--- src/rtl/pwm_dt_pkg.sv ---
// Shared phase-state encoding and widths for the PWM dead-time gate.
// Glitch counter width is only used when PWM_DT_GLITCH_CNT_EN is defined.
package pwm_dt_pkg;

  typedef enum logic [2:0] {
    OFF      = 3'd0,
    LS_ON    = 3'd1,
    DT_TO_HS = 3'd2,
    HS_ON    = 3'd3,
    DT_TO_LS = 3'd4
  } phase_st_e;

  localparam int DT_W_DEF = 8;
  localparam int GLITCH_W = 16;

endpackage

--- src/rtl/pwm_dt_phase.sv ---
// One half-bridge: break-before-make FSM with a dead-time counter, registered gate outputs.
// With PWM_DT_GLITCH_CNT_EN defined, o_swallow pulses when a dead-time state falls back to its origin.
module pwm_dt_phase
  import pwm_dt_pkg::*;
#(
  parameter int DT_W = DT_W_DEF
) (
  input  logic            clk,
  input  logic            rst_n,
  input  logic            i_run,
  input  logic            i_pwm,
  input  logic [DT_W-1:0] i_dt,
`ifdef PWM_DT_GLITCH_CNT_EN
  output logic            o_swallow,
`endif
  output logic            o_hs,
  output logic            o_ls
);

  localparam logic [DT_W-1:0] CNT_ONE = {{(DT_W-1){1'b0}}, 1'b1};

  phase_st_e       r_st, w_st_nxt;
  logic [DT_W-1:0] r_cnt, w_cnt_nxt, w_load;
  logic            r_hs, r_ls;

  // A zero dead time still costs one cycle with both switches open.
  assign w_load = (i_dt == '0) ? CNT_ONE : i_dt;

  always_comb begin
    w_st_nxt  = r_st;
    w_cnt_nxt = r_cnt;
    if (!i_run) begin
      w_st_nxt  = OFF;
      w_cnt_nxt = '0;
    end else begin
      case (r_st)
        OFF: begin
          w_st_nxt  = i_pwm ? DT_TO_HS : DT_TO_LS;
          w_cnt_nxt = w_load;
        end
        LS_ON: if (i_pwm) begin
          w_st_nxt  = DT_TO_HS;
          w_cnt_nxt = w_load;
        end
        HS_ON: if (!i_pwm) begin
          w_st_nxt  = DT_TO_LS;
          w_cnt_nxt = w_load;
        end
        DT_TO_HS: begin
          if (!i_pwm) begin
            w_st_nxt  = LS_ON;
            w_cnt_nxt = '0;
          end else if (r_cnt == CNT_ONE) begin
            w_st_nxt  = HS_ON;
            w_cnt_nxt = '0;
          end else begin
            w_cnt_nxt = r_cnt - CNT_ONE;
          end
        end
        DT_TO_LS: begin
          if (i_pwm) begin
            w_st_nxt  = HS_ON;
            w_cnt_nxt = '0;
          end else if (r_cnt == CNT_ONE) begin
            w_st_nxt  = LS_ON;
            w_cnt_nxt = '0;
          end else begin
            w_cnt_nxt = r_cnt - CNT_ONE;
          end
        end
        default: begin
          w_st_nxt  = OFF;
          w_cnt_nxt = '0;
        end
      endcase
    end
  end

  // Gates decode from the next state so they change on the same edge as the FSM.
  always_ff @(posedge clk or negedge rst_n) begin
    if (!rst_n) begin
      r_st  <= OFF;
      r_cnt <= '0;
      r_hs  <= 1'b0;
      r_ls  <= 1'b0;
    end else begin
      r_st  <= w_st_nxt;
      r_cnt <= w_cnt_nxt;
      r_hs  <= (w_st_nxt == HS_ON);
      r_ls  <= (w_st_nxt == LS_ON);
    end
  end

  assign o_hs = r_hs;
  assign o_ls = r_ls;

`ifdef PWM_DT_GLITCH_CNT_EN
  assign o_swallow = i_run && (((r_st == DT_TO_HS) && !i_pwm) ||
                               ((r_st == DT_TO_LS) &&  i_pwm));
`endif

endmodule

--- src/rtl/pwm_deadtime_gate.sv ---
// Six-gate driver front end: per-phase dead time, synchronised sticky driver fault.
// PWM_DT_GLITCH_CNT_EN adds glitch_cnt/glitch_cnt_clr, a saturating swallowed-pulse counter.
module pwm_deadtime_gate
  import pwm_dt_pkg::*;
#(
  parameter int DT_W   = DT_W_DEF,
  parameter int NUM_PH = 3
) (
  input  logic                clk,
  input  logic                rst_n,
  input  logic                pwm_en,
  input  logic [NUM_PH-1:0]   pwm_in,
  input  logic [DT_W-1:0]     dt_cycles,
  input  logic                fault_n,
  input  logic                fault_clr,
`ifdef PWM_DT_GLITCH_CNT_EN
  input  logic                glitch_cnt_clr,
  output logic [GLITCH_W-1:0] glitch_cnt,
`endif
  output logic [NUM_PH-1:0]   gate_hs,
  output logic [NUM_PH-1:0]   gate_ls,
  output logic                fault_latched
);

  logic              r_fault_meta, r_fault_s, r_fault_lat;
  logic              w_run;
  logic [NUM_PH-1:0] w_hs, w_ls;
`ifdef PWM_DT_GLITCH_CNT_EN
  logic [NUM_PH-1:0] w_swallow;
`endif

  // Synchroniser presets to "no fault"; an active fault beats a same-cycle clear.
  always_ff @(posedge clk or negedge rst_n) begin
    if (!rst_n) begin
      r_fault_meta <= 1'b1;
      r_fault_s    <= 1'b1;
      r_fault_lat  <= 1'b0;
    end else begin
      r_fault_meta <= fault_n;
      r_fault_s    <= r_fault_meta;
      if (!r_fault_s)
        r_fault_lat <= 1'b1;
      else if (fault_clr)
        r_fault_lat <= 1'b0;
    end
  end

  assign w_run = pwm_en & ~r_fault_lat & r_fault_s;

  for (genvar i = 0; i < NUM_PH; i++) begin : g_ph
    pwm_dt_phase #(.DT_W(DT_W)) u_phase (
      .clk       (clk),
      .rst_n     (rst_n),
      .i_run     (w_run),
      .i_pwm     (pwm_in[i]),
      .i_dt      (dt_cycles),
`ifdef PWM_DT_GLITCH_CNT_EN
      .o_swallow (w_swallow[i]),
`endif
      .o_hs      (w_hs[i]),
      .o_ls      (w_ls[i])
    );
  end

  assign gate_hs       = w_hs;
  assign gate_ls       = w_ls;
  assign fault_latched = r_fault_lat;

`ifdef PWM_DT_GLITCH_CNT_EN
  logic [GLITCH_W-1:0] r_glitch_cnt;
  logic [GLITCH_W:0]   w_glitch_sum;

  always_comb begin
    w_glitch_sum = {1'b0, r_glitch_cnt};
    for (int i = 0; i < NUM_PH; i++)
      w_glitch_sum = w_glitch_sum + {{GLITCH_W{1'b0}}, w_swallow[i]};
  end

  always_ff @(posedge clk or negedge rst_n) begin
    if (!rst_n)
      r_glitch_cnt <= '0;
    else if (glitch_cnt_clr)
      r_glitch_cnt <= '0;
    else if (w_glitch_sum[GLITCH_W])
      r_glitch_cnt <= '1;
    else
      r_glitch_cnt <= w_glitch_sum[GLITCH_W-1:0];
  end

  assign glitch_cnt = r_glitch_cnt;
`endif

endmodule
--- config.mk ---
export PLATFORM = sky130hd
export DESIGN_NAME = pwm_deadtime_gate
export DESIGN_NICKNAME = d
export VERILOG_FILES = /design/src/rtl/pwm_dt_pkg.sv /design/src/rtl/pwm_dt_phase.sv /design/src/rtl/pwm_deadtime_gate.sv
export SDC_FILE = /design/constraint.sdc
export NUM_CORES = 1
export LEC_CHECK = 0
export ABC_AREA = 1
export CORE_MARGIN = 4
export CORE_UTILIZATION = 45
export CTS_BUF_LIST = sky130_fd_sc_hd__clkbuf_8 sky130_fd_sc_hd__clkbuf_16
export CTS_CLUSTER_DIAMETER = 40
export CTS_CLUSTER_SIZE = 14
export DETAILED_ROUTE_END_ITERATION = 6
export PLACE_DENSITY = 0.76
export SKIP_CTS_REPAIR_TIMING = 1
export SLEW_MARGIN = 0
export SYNTH_ARGS = -nofsm -noshare
export SYNTH_HDL_FRONTEND = slang
export SYNTH_SLANG_ARGS = --single-unit
--- constraint.sdc ---
create_clock -name clk -period 1.35 [get_ports clk]
set_clock_uncertainty 0.05 [all_clocks]
set_input_delay 0.27 -clock clk [delete_from_list [all_inputs] [get_ports clk]]
set_output_delay 0.27 -clock clk [all_outputs]
set_load 0.05 [all_outputs]
---- Word level (Yosys, flattened, before mapping) ----
Cells that the tools add are included.
operators by class
  reduce and logical (&&, ||, !) cells .... 7
  equality and inequality tests ........... 28
  bitwise operators ....................... 3
  muxes and demuxes ....................... 51
  $add $sub $neg .......................... 3
operators by type and width
  cell                   count
  $mux W8                19
  $pmux W8 S5            3
  $mux W3                24
  $pmux W3 S5            3
  $eq A3 B2 Y1 const B   9
  $eq A8 B1 Y1 const B   3
  $sub A8 B1 Y8 const B  3
  $eq A3 B1 Y1 const B   6
  $ne A3 B3 Y1 const B   6
  $eq A3 B3 Y1 const B   3
  $logic_not A3 Y1       3
  $logic_not A8 Y1       1
  $reduce_and A2 Y1      3
  $and A1 B1 Y1          2
  $mux W1                2
  $ne A2 B2 Y1 const B   1
  $not A1 Y1             1
word-level totals
  input port bits ......................... 16
  register bits ........................... 42
  output and inout port bits .............. 7
  logic and storage cells ................. 107

---- Logic depth before layout (Yosys ltp) ----
  word-level depth ........................ 6
  mapped depth ............................ 11
  gate-level depth less buffers ........... 11

---- Hierarchy ----
Synthesis repeated with hierarchy kept, for this count alone.
second synthesis, totals
  cell total of the unflattened synthesis .. 406
  area total of the unflattened synthesis .. 2757.6 sq um
by module, submodules not included
  module                               instances  area an instance (sq um)  sequential area each (sq um)  cells each
  pwm_dt_phase at g_ph[1].u_phase ...  2          880.8                     325.3                         131
  pwm_dt_phase at g_ph[0].u_phase      1          889.6                     325.3                         134
  pwm_deadtime_gate                    1          106.4                     77.6                          10

---- Worst setup path after synthesis ----
Ideal clock, no wire load.
  path type ............................... reg-to-reg
  from .................................... register r_fault_lat (netlist: fault_latched)
  to ...................................... register g_ph[0].u_phase.r_cnt[0]
  setup time .............................. 0.076 ns
  setup slack ............................. -0.151 ns
  path buffers ............................ 0
  data required time ...................... 1.224 ns
  stages on the path, launching flop included .. 8
  clock period less this slack ............ 1.501 ns
  data arrival time ....................... 1.374 ns
  cell sequence ........................... dfrtp_1 -> inv_1 -> nand3_2 -> inv_2 -> o21ai_1 -> a21oi_4 -> nand2_1 -> o21ai_1
on the way
  word-level cells in the longest chain between the ends .. 5
  elaborated cells between the ends (all ways) .. 7
  those cells by class .................... 2 x eq/ne; 1 x mux; 3 x bitwise; 1 x reduce/logical
ends and longest elaborated chain
  what                          RTL line                 text
  start, declared               pwm_deadtime_gate.sv:25  logic r_fault_meta, r_fault_s, r_fault_lat;
  start signal, assigned        pwm_deadtime_gate.sv:37  r_fault_lat <= 1'b0;
  start signal, assigned        pwm_deadtime_gate.sv:42  r_fault_lat <= 1'b1;
  start signal, assigned        pwm_deadtime_gate.sv:44  r_fault_lat <= 1'b0;
  $not A1 Y1 *                  pwm_deadtime_gate.sv:48  assign w_run = pwm_en & ~r_fault_lat & r_fault_s;
  $and A1 B1 Y1 * (2 in a row)  pwm_deadtime_gate.sv:48
  $ne A3 B3 Y1 (no line)        -
  $reduce_and A2 Y1 (no line)   -
  end signal, assigned          pwm_dt_phase.sv:88       r_cnt <= w_cnt_nxt;
  end, declared                 pwm_dt_phase.sv:23       logic [DT_W-1:0] r_cnt, w_cnt_nxt, w_load;
Mark *: on every way between the ends. The rest lies on a longest branch, timed or not.
A chain may end at the register's enable or synchronous reset.

---- Final worst setup path ----
  from .................................... register g_ph[0].u_phase.r_cnt[1]
  to ...................................... register g_ph[0].u_phase.r_cnt[2]
on the way
  word-level cells in the longest chain between the ends .. 5
  elaborated cells between the ends (all ways) .. 7
  those cells by class .................... 1 x add/sub; 1 x eq/ne; 5 x mux
ends and longest elaborated chain
  what                                                  RTL line                                text
  $sub A8 B1 Y8 / $eq A8 B1 Y1 (equally long branches)  -
  $mux W8 *                                             pwm_dt_phase.sv:53, pwm_dt_phase.sv:64
  $mux W8 (on tied branches)                            pwm_dt_phase.sv:61, pwm_dt_phase.sv:50
  $pmux W8 S5 *                                         pwm_dt_phase.sv:36                      case (r_st)
  $mux W8 *                                             pwm_dt_phase.sv:32                      if (!i_run) begin
Marks and branches as above.

==> flow_summary.json <==
{
  "outcome": "complete, but fails checks",
  "violations": "setup timing",
  "synth.cell_area_um2": 2750,
  "die-area_um2": 7410,
  "crit_start": "g_ph[0].u_phase.r_cnt[1]$_DFFE_PN0P_",
  "path_max_fanout": 7,
  "synth_edf_count": 0,
  "post_synth.cell_area_avg_um2": 6.79,
  "clockPowerShare": 0.390,
  "synth_seq_cells": 42,
  "swShare": 0.267,
  "crit_path_start_kind": "register",
  "internal-power_w": 0.00237,
  "dp_cells": 536,
  "p_sw_w": 0.000864,
  "final.min_clock_period_ns": 1.46,
  "dieWidth_um": 86.1,
  "syn_inst": 404,
  "wl_um": 7770,
  "place_congestion": 0.873,
  "port_buffers": 22,
  "clk_latency_ns": 0.30,
  "core-area_um2": 5920,
  "dpl.hpwl_um": 5150,
  "clkTransAtPathRegs_ns": 0.08,
  "pwr-share-comb": 0.202,
  "root_buffer": "clkbuf_8",
  "wire_per_inst_um": 13.7,
  "via_per_inst": 5.07,
  "fmax_ghz": 0.686,
  "htree_num_levels": 2,
  "hp-start": "r_fault_meta$_DFF_PN1_",
  "via_count": 2872,
  "firstDrtPassIters": 5,
  "min_path_type": "register to register",
  "postRouteAntennaNets": 0,
  "final_util": 0.689,
  "reg2reg_from": "g_ph[0].u_phase.r_cnt[1]$_DFFE_PN0P_",
  "grt_max_degree": 18,
  "synth_top_cell_by_area": "dfrtp_1",
  "slew-limit-headroom": 0.746,
  "num_io_pins": 23,
  "cts.sinks": 42,
  "leakage_nw": 2.17,
  "synth_nets": 426,
  "initial_core_util": 0.464,
  "numCtsBuffers": 5,
  "cts_tree": "done",
  "final-hold-violation-count": 0,
  "rsz0062_at_grt": "yes",
  "seq_power_share": 0.408,
  "place_ws_ns": -0.350,
  "powerDensity_nw_per_um2": 793,
  "yosysWarnings": 0,
  "clockBufferDepth": 2,
  "finalMaxSlewViolations": 0,
  "grt_pass1_wl_um": 11500,
  "yosys.cell_count.top_type": "nand2_1",
  "tightest_slew_ns": 0.380,
  "grt_usage": 0.193,
  "drt_iter0_drc": 151,
  "cp-end-kind": "register",
  "drive_gt1_frac": 0.400,
  "crit_type": "register to register",
  "stdcell_count": 567,
  "yosysSeqAreaShare": 0.384,
  "synth_top_cell_area_share": 0.365,
  "ys_types": 22,
  "setup_violations": 30,
  "fp-row-count": 28,
  "setup_ws_ns": -0.108,
  "drc": 0,
  "die_height_um": 86.1,
  "synthArstFlopShare": 1.00,
  "synth-main-ff-cell": "dfrtp_1",
  "dpl_cell_area_um2": 3400,
  "design_area_um2": 4080,
  "antenna_found_initial": 0,
  "period_share": 1.08,
  "antennaDiodeCount": 0,
  "required_ns": 1.50,
  "synth_common_cells": "153 x nand2_1, 50 x inv_1, 40 x dfrtp_1",
  "maxCapViolCount": 0,
  "fin_nets": 513,
  "synthToLayoutAreaGrowth_pct": 48.5,
  "cp_data_arrival_time_ns": 1.60,
  "synth_area_leaders": "dfrtp_1 36%, nand2_1 21%, inv_1 6.8%",
  "grt-ovfl-total": 0,
  "vdd_drop_max_mv": 0.444,
  "grt_pass1_vias": 2653
}
## metrics by stage
stage          power, W  TNS [ns]  hold WS [ns]
6_report        0.00323     -1.84         0.316
5_1_grt         0.00339     -5.12         0.323
4_1_cts         0.00312     -2.50        -0.208
3_5_place_dp    0.00187    -11.00         0.123
3_3_place_gp    0.00186     -9.40         0.125
2_1_floorplan   0.00164   -0.0703       -0.0756
## critical path, cell delays in order, from the launching register on
cell and delay [ns]:
dfrtp_1 0.40, inv_2 0.12, ha_4 0.16, nand3_1 0.12
nor2_2 0.17, nor2_4 0.08, nand2_1 0.07, o21ai_1 0.06
nand2_1 0.06, o21ai_1 0.06
## routing by layer
metal | routed length, µm | global-route usage | up-vias
met4 | 145 | 0.0719 | 0
met2 | 4030 | 0.331 | 66
met5 | 0 | 0 | -
li1 | - | - | 1409
met1 | 3240 | 0.243 | 1380
met3 | 349 | 0.0317 | 17
## final cells by class
| type | count | area, µm² |
|---|---|---|
| clock buffers | 6 | 82.6 |
| clock inverters | 2 | 60.1 |
| fillers | 446 | 1840 |
| inverters | 61 | 234 |
| multi-input cells | 295 | 1750 |
| flip-flops and latches | 42 | 1060 |
| well taps | 75 | 93.8 |
| repair buffers | 86 | 795 |
## sequential cells by signal, indices dropped and copies added, names as in the netlist
signal	count
g_ph.u_phase.r_st	9
g_ph.u_phase.o_ls	3
r_fault_s	1
g_ph.u_phase.o_hs	3
fault_latched	1
r_fault_meta	1
g_ph.u_phase.r_cnt	24
## cell families after synthesis
kind of cell    Yosys count  share of synthesized area
fa+ha+maj                 6                     0.0273
simple gates            236                      0.360
xor+xnor                 13                     0.0469
flops                    42                      0.384
compound gates           40                     0.0820
buf+inv                  67                     0.0998
## power groups by stage
stage          clock (W)  combinational, W  sequential, W
2_1_floorplan          0          0.000296        0.00134
5_1_grt          0.00134          0.000723        0.00132
6_report         0.00126          0.000653        0.00132
3_3_place_gp           0          0.000518        0.00134
3_5_place_dp           0          0.000528        0.00134
4_1_cts          0.00127          0.000532        0.00131
## final timing paths
kind | to | slack (ns) | depth (start not counted)
worst min register to register | r_fault_s$_DFF_PN1_ | 0.32 | 0
worst max register to register | g_ph[0].u_phase.r_cnt[2]$_DFFE_PN0P_ | -0.11 | 9
min in group asynchronous | g_ph[1].u_phase.r_cnt[5]$_DFFE_PN0P_ | 0.33 | 2
worst min-delay path | r_fault_s$_DFF_PN1_ | 0.32 | 0
max in group asynchronous | g_ph[1].u_phase.r_st[1]$_DFF_PN0_ | 0.37 | 3
worst max-delay path | g_ph[0].u_phase.r_cnt[2]$_DFFE_PN0P_ | -0.11 | 9
## layout by cell type (no fill, tap or decap), types with 3 or more instances in the layout
cell,instances
clkbuf_8,6
o21ai_0,8
buf_4,58
clkdlybuf4s50_1,11
nor2_1,23
dfrtp_1,35
nand2_1,131
nor2_2,17
o21ai_1,19
nand3_1,14
buf_6,5
nor2_4,9
o21ai_2,5
xor2_1,10
nand3_2,11
ha_4,5
nand2_2,24
inv_2,26
buf_12,7
dfrtp_2,5
dlymetal6s2s_1,3
inv_1,34
Note: power is estimated with default switching activity, not from simulation.
